<file path="config.mk">
export PLATFORM = sky130hd
export DESIGN_NAME = priority_arbiter_n
export DESIGN_NICKNAME = d
export VERILOG_FILES = /design/src/rtl/priority_arbiter_n.sv
export SDC_FILE = /design/constraint.sdc
export NUM_CORES = 1
export LEC_CHECK = 0
export BUFFER_PORTS_ARGS = -buffer_cell sky130_fd_sc_hd__buf_2
export CAP_MARGIN = 20
export CORE_AREA = 10 10 73 99
export CTS_CLUSTER_SIZE = 20
export DETAILED_ROUTE_END_ITERATION = 8
export DIE_AREA = 0 0 83 109
export MAX_ROUTING_LAYER = met4
export PLACE_DENSITY = 0.65
export SYNTH_ARGS = -nofsm -noshare
export SYNTH_HDL_FRONTEND = slang
export SYNTH_SLANG_ARGS = --single-unit
</file>
<file path="constraint.sdc">
create_clock -name clk -period 13.65 [get_ports clk]
set_input_delay 2.73 -clock clk [delete_from_list [all_inputs] [get_ports clk]]
set_output_delay 2.73 -clock clk [all_outputs]
set_load 0.05 [all_outputs]
</file>
<file path="src/rtl/priority_arbiter_n.sv">
// -----------------------------------------------------------------------------
// priority_arbiter_n
//   N-channel arbiter with a registered one-hot grant held until the grantee
//   signals done. Default selection is fixed priority (highest asserted index
//   wins). Defining the macro PRIO_ARB_RR_EN switches selection to round-robin
//   starting after the last-granted channel.
//
// Parameters
//   N          number of request channels (2..32)
//   W          width of the grant index, $clog2(N)
//
// Ports
//   clk        clock, all state updates on the rising edge
//   rst        synchronous active-high reset
//   req        [N-1:0] level-sensitive request per channel
//   done       current grantee releases the grant this cycle
//   gnt        [N-1:0] registered one-hot grant (zero when idle)
//   gnt_idx    [W-1:0] registered binary index of the granted channel
//   gnt_valid  registered, high while a grant is held
// -----------------------------------------------------------------------------
module priority_arbiter_n #(
    parameter int N = 8,
    parameter int W = $clog2(N)
) (
    input  logic         clk,
    input  logic         rst,
    input  logic [N-1:0] req,
    input  logic         done,
    output logic [N-1:0] gnt,
    output logic [W-1:0] gnt_idx,
    output logic         gnt_valid
);

    typedef enum logic {
        ST_IDLE,
        ST_GRANT
    } state_t;

    state_t       r_state;
    logic [N-1:0] r_gnt;
    logic [W-1:0] r_gnt_idx;
    logic         r_gnt_valid;
    logic [W-1:0] r_ptr;

    logic [W-1:0] w_win_idx;
    logic [W-1:0] w_cand;
    logic         w_found;
    logic         w_any;

    assign w_any = |req;

    // Both modes walk the channels in rotated order starting at r_ptr+1.
    // Round-robin keeps the first hit; fixed priority keeps the highest index
    // seen, which is independent of the starting point since every channel is
    // visited exactly once.
    always_comb begin
        w_win_idx = '0;
        w_found   = 1'b0;
        w_cand    = '0;
        for (int unsigned k = 1; k <= N; k++) begin
            w_cand = W'((32'(r_ptr) + k) % N);
`ifdef PRIO_ARB_RR_EN
            if (req[w_cand] && !w_found) begin
                w_win_idx = w_cand;
                w_found   = 1'b1;
            end
`else
            if (req[w_cand] && (!w_found || (w_cand > w_win_idx))) begin
                w_win_idx = w_cand;
                w_found   = 1'b1;
            end
`endif
        end
    end

    always_ff @(posedge clk) begin
        if (rst) begin
            r_state     <= ST_IDLE;
            r_gnt       <= '0;
            r_gnt_idx   <= '0;
            r_gnt_valid <= 1'b0;
            r_ptr       <= W'(N - 1);
        end else begin
            case (r_state)
                ST_IDLE: begin
                    // done is ignored here: only a request starts a grant
                    if (w_any) begin
                        r_state     <= ST_GRANT;
                        r_gnt       <= {{(N-1){1'b0}}, 1'b1} << w_win_idx;
                        r_gnt_idx   <= w_win_idx;
                        r_gnt_valid <= 1'b1;
                        r_ptr       <= w_win_idx;
                    end
                end
                ST_GRANT: begin
                    if (done) begin
                        if (w_any) begin
                            // back-to-back re-arbitration, no idle cycle
                            r_gnt       <= {{(N-1){1'b0}}, 1'b1} << w_win_idx;
                            r_gnt_idx   <= w_win_idx;
                            r_gnt_valid <= 1'b1;
                            r_ptr       <= w_win_idx;
                        end else begin
                            r_state     <= ST_IDLE;
                            r_gnt       <= '0;
                            r_gnt_idx   <= '0;
                            r_gnt_valid <= 1'b0;
                        end
                    end
                end
                default: begin
                    r_state     <= ST_IDLE;
                    r_gnt       <= '0;
                    r_gnt_idx   <= '0;
                    r_gnt_valid <= 1'b0;
                end
            endcase
        end
    end

    assign gnt       = r_gnt;
    assign gnt_idx   = r_gnt_idx;
    assign gnt_valid = r_gnt_valid;

endmodule

</file>
== After elaboration in Yosys (flattened, before gate mapping) ==
Index checks and enable logic that the tools add are counted.
W data, S select, Z words.

* Register bits: 16

* Reduce and logical (&&, ||, !) cells: 23
* Add/sub/neg operators: 8
* Bitwise logic cells: 1
* Shift-type cells: 1
* Eq/ne operators: 2
* Multiplexer cells: 48
* $lt $le $gt $ge: 15

{| class="wikitable"
|+ Operators with widths
! cell !! number
|-
| $mux W3 || 13
|-
| $lt A3 B4 Y1 const B || 8
|-
| $bmux W1 S3 || 8
|-
| $mux W8 || 3
|-
| $gt A3 B3 Y1 || 7
|-
| $mux W1 || 19
|-
| $pmux W8 S2 || 1
|-
| $add A3 B3 Y3 const B || 4
|-
| $pmux W3 S2 || 2
|-
| $reduce_or A8 Y1 || 1
|-
| $shl A1 B3 Y8 const A || 1
|-
| $logic_and A1 B1 Y1 || 7
|-
| $logic_not A1 Y1 || 7
|-
| $logic_or A1 B1 Y1 || 7
|-
| $add A3 B1 Y3 const B || 2
|-
| $add A3 B2 Y3 const B || 2
|-
| $ne A2 B2 Y1 const B || 2
|-
| $pmux W1 S2 || 2
|-
| $reduce_and A2 Y1 || 1
|-
| $not A1 Y1 || 1
|}

== Longest topological paths before layout ==
* Word-level depth: 36
* Mapped depth: 58
* Gate-level depth less buffers: 54

== Worst setup path after synthesis ==
OpenSTA, ideal clock, no wires.

* Path kind: in2reg
* Start: input port req[6]
* End: register r_gnt[5], in the netlist gnt[5]
* Path buffers: 1
* Setup time: 87 ps
* Data arrival time: 12,811 ps
* Stages on the path: 52
* Path slack: 752 ps
* Required time: 13,563 ps
* Path through: mux4_2 > nand2_1 > ha_1 > a21o_1 > nor2_1 > nor3_1 > a21oi_1 > ha_1 > nor2b_1 > o21a_1 > o21ai_0 > a21o_1 > nand2_1 > o21ai_0 > ha_1 > nor2b_1 > o21a_1 > o21ai_0 > [... 16 more ...] > a31oi_1 > ha_1 > nor2b_1 > o21a_1 > o21ai_0 > nor2_1 > nor2_1 > mux2_2 > ha_1 > nor2b_1 > o21ai_0 > a32oi_1 > a41oi_1 > nor2_1 > a21oi_1 > a32o_1 > or3_1 > o31ai_1

* Longest elaborated chain between the ends: 35

{| class="wikitable"
|+ RTL lines
! item !! line !! source
|-
| start, declared || 27 || <nowiki>input logic [N-1:0] req,</nowiki>
|-
| $bmux W1 S3 || 68 || <nowiki>if (req[w_cand] && (!w_found || (w_cand > w_win_idx))) begin</nowiki>
|-
| $mux W1 (not written as such) || 68 ||
|-
| $mux W3 / $mux W1 (equally long branches) || 68 ||
|-
| $gt A3 B3 Y1 / $logic_not A1 Y1 (equally long branches) || 68 ||
|-
| $logic_or A1 B1 Y1 || 68 ||
|-
| $logic_and A1 B1 Y1 || 68 ||
|-
| $mux W3 / $mux W1 (equally long branches) || 68 ||
|-
| $gt A3 B3 Y1 / $logic_not A1 Y1 (equally long branches) || 68 ||
|-
| [... 19 more ...] || - ||
|-
| $gt A3 B3 Y1 / $logic_not A1 Y1 (equally long branches) || 68 ||
|-
| $logic_or A1 B1 Y1 || 68 ||
|-
| $logic_and A1 B1 Y1 || 68 ||
|-
| $mux W3 || 68 ||
|-
| $shl A1 B3 Y8 || 89, 99 ||
|-
| $mux W8 || 97 || <nowiki>if (w_any) begin</nowiki>
|-
| $mux W8 || 96 || <nowiki>if (done) begin</nowiki>
|-
| $pmux W8 S2 || 84 || <nowiki>case (r_state)</nowiki>
|-
| end signal, assigned || 89 || <nowiki>r_gnt <= {{(N-1){1'b0}}, 1'b1} << w_win_idx;</nowiki>
|-
| end signal, assigned || 99 || <nowiki>r_gnt <= {{(N-1){1'b0}}, 1'b1} << w_win_idx;</nowiki>
|-
| end, declared || 40 || <nowiki>logic [N-1:0] r_gnt;</nowiki>
|}

Several ways; a longest one is shown, not always the timed one. The select of a mux whose other input is x is not followed.
A chain may end at the register's enable or synchronous reset.

== Final worst setup path ==
Ends and elaborated chain as after synthesis.

==> flow_metrics.env <==
export IMPL_ys_types=57
export IMPL_cts_root_buf="clkbuf_8"
export IMPL_wl_um=7238
export IMPL_cts_max_level=1
export IMPL_grt_max_degree=23
export IMPL_worstMarginPinSlew_ns=0.8711
export IMPL_cts_tree="yes"
export IMPL_grt_antenna_before_repair=0
export IMPL_slew_headroom_pct=41.74
export IMPL_yosysMostFrequentCell="nand2_1"
export IMPL_fin_util_pct=52.11
export IMPL_crit_slowest_cell="mux4_2"
export IMPL_postCtsHoldBufs=0
export IMPL_worstSetupPathType="in -> reg"
export IMPL_numCtsBuffers=3
export IMPL_worst_setup_path_start_kind="input pin"
export IMPL_grt_use_total_pct=15.77
export IMPL_ios=23
export IMPL_die_area_um2=9047
export IMPL_layout_setup_ws_ns=0.6064
export IMPL_synth_async_reset_ratio_pct=0
export IMPL_syn2layout_area_growth_pct=20.06
export IMPL_grtUsageMet2_pct=30.64
export IMPL_final_nets=357
export IMPL_fp_dieW_um=83
export IMPL_hpwlAfterDp_um=5729
export IMPL_clk_latency_ns=0.24
export IMPL_num_rows=32
export IMPL_synthCells=276
export IMPL_hold_slack_ns=0.4367
export IMPL_first_pass_iters=4
export IMPL_ys_seq_elements=16
export IMPL_overflow=0
export IMPL_drive_gt1_share_pct=30.25
export IMPL_grt_busiest_layer="met2"
export IMPL_status="finished clean"
export IMPL_yosysTopAreaCell="dfxtp_1"
export IMPL_pre_cts_slack_ns=-0.01778
export IMPL_initial_core_util_pct=43.41
export IMPL_via_per_inst=6.212
export IMPL_period_minus_slack_ns=13.04
export IMPL_end_kind="flip-flop"
export IMPL_cp_common_cell="ha_1"
export IMPL_grt_util_met3_pct=1.866
export IMPL_synth_main_ff_cell="dfxtp_1"
export IMPL_grt_use_met1_pct=15.63
export IMPL_drc=0
export IMPL_fin_crit_sh_pct=95.56
export IMPL_worst_ep_required_time_ns=13.81
export IMPL_synth_nets=308
export IMPL_critPathMaxStageDelay_ns=0.48
export IMPL_grt_pass1_vias=2510
export IMPL_synth_common_cells="nand2_1, ha_1, nor2_1, dfxtp_1, o21ai_0"
export IMPL_grt_pass1_wl_um=11820
export IMPL_hold_viol=0
export IMPL_syn_area_um2=2364
export IMPL_cp_arrival_ns=13.21
export IMPL_coreArea_um2=5445
export IMPL_gp_congestion=0.9827
export IMPL_path_clk_slew_ns=0.06
export IMPL_setup_viol=0
export IMPL_ant_nets=0
export IMPL_yosysSeqAreaShare_pct=13.55
export IMPL_io_buffer_count=22
export IMPL_worstPathMaxFanout=8
export IMPL_clk_path_buf_depth=2
export IMPL_fin_setup_tns_ns=0
export IMPL_cts_sinks=16
export IMPL_maxCapViolCount=0
export IMPL_antenna_cells=0
export IMPL_syn_area_per_cell_um2=8.563
export IMPL_drtIter0Drc=149
export IMPL_die_h_um=109
export IMPL_max_freq_mhz=76.67
export IMPL_fin_worst_skew_ns=0.0008385
export IMPL_synth_edf_count=0
export IMPL_yosysTopAreaCellShare_pct=13.55
export IMPL_synth_area_leaders="dfxtp_1, ha_1, mux4_2, mux2i_1, nand2_1"
export IMPL_slew_violations=0
export IMPL_synth_warnings=0
export IMPL_via_count=2435
export IMPL_post_drt_wl_per_cell_um=18.46
export IMPL_hold_path_class="reg -> reg"
==> worst max-delay path: cells and delay by family <==
family / cells / cell delay, ns
and+or+nand+nor: 10 / 1.69
buffers and inverters: 5 / 0.73
AOI/OAI and AO/OA: 28 / 4.83
adders and majority gates: 7 / 1.99
muxes: 3 / 1.18
==> timing repair <==
| item | in CTS | in global routing |
|---|---|---|
| endpoints found under the setup margin | 0 | 14 |
| setup buffers | 0 | 1 |
| resized for setup | 0 | 15 |
==> registers in the layout (all words and copies together), names as in the netlist <==
name and flops:
r_ptr 3, gnt 8, gnt_idx 3, r_state 1
gnt_valid 1
==> layout make-up <==
class | instances | area (um^2)
sequential | 16 | 320.3
inverter | 12 | 45.04
clock buffer | 4 | 55.05
tap | 68 | 85.08
multi-input combinational | 235 | 1959
timing repair buffer | 57 | 372.9
fill | 562 | 2608
==> kinds of logic (layout without fill, tap and decap cells) <==
| logic type | count (synthesis) | after routing | share of synthesized area [%] |
|---|---|---|---|
| AO/OA/AOI/OAI | 96 | 96 | 30.49 |
| adder cells (fa/ha/maj) | 21 | 21 | 11.12 |
| buffers and inverters | 25 | 73 | 5.664 |
| flip-flops | 16 | 16 | 13.55 |
| AND/OR/NAND/NOR | 85 | 85 | 17.36 |
| multiplexers | 30 | 30 | 19.90 |
| XOR/XNOR | 3 | 3 | 1.906 |
==> metal layers <==
metal	routed length (um)	share of wire, %	vias to the layer above
met4	218	3.0	0
met5	0	0	-
met2	3896	54	89
met3	323	4.5	25
met1	2798	39	1137
li1	-	-	1184
==> per-stage QoR <==
stage,cells,cell area (um^2)
final,392,2838
after global routing,392,2838
after CTS,391,2780
after detailed placement,387,2725
after global placement,387,2725
after floorplan,276,2364
==> cell usage in the layout, fill, tap and decap left out, types with 7 or more instances in the layout <==
cell     count
ha_1        21
and2_1       8
o21a_1       7
a21oi_1     12
nor2_1      17
mux2i_1     11
buf_2       22
dfxtp_1     16
nand3_1      8
inv_1       11
mux4_2      11
o21ai_0     10
buf_4       35
nand2_1     28
==> worst paths after layout <==
| kind | to | cells after the start | slack [ns] | from |
|---|---|---|---|---|
| worst max-delay path | gnt[5] | 53 | 0.61 | req[6] |
| worst min-delay path | gnt_idx[1] | 2 | 0.44 | gnt_idx[1] |
| worst max register to register | gnt[5] | 55 | 2.36 | r_ptr[1] |
| worst min register to register | gnt_idx[1] | 2 | 0.44 | gnt_idx[1] |
Power is not shown: default switching activity piles up to over one toggle a cycle in this logic, so the estimate is an artifact.
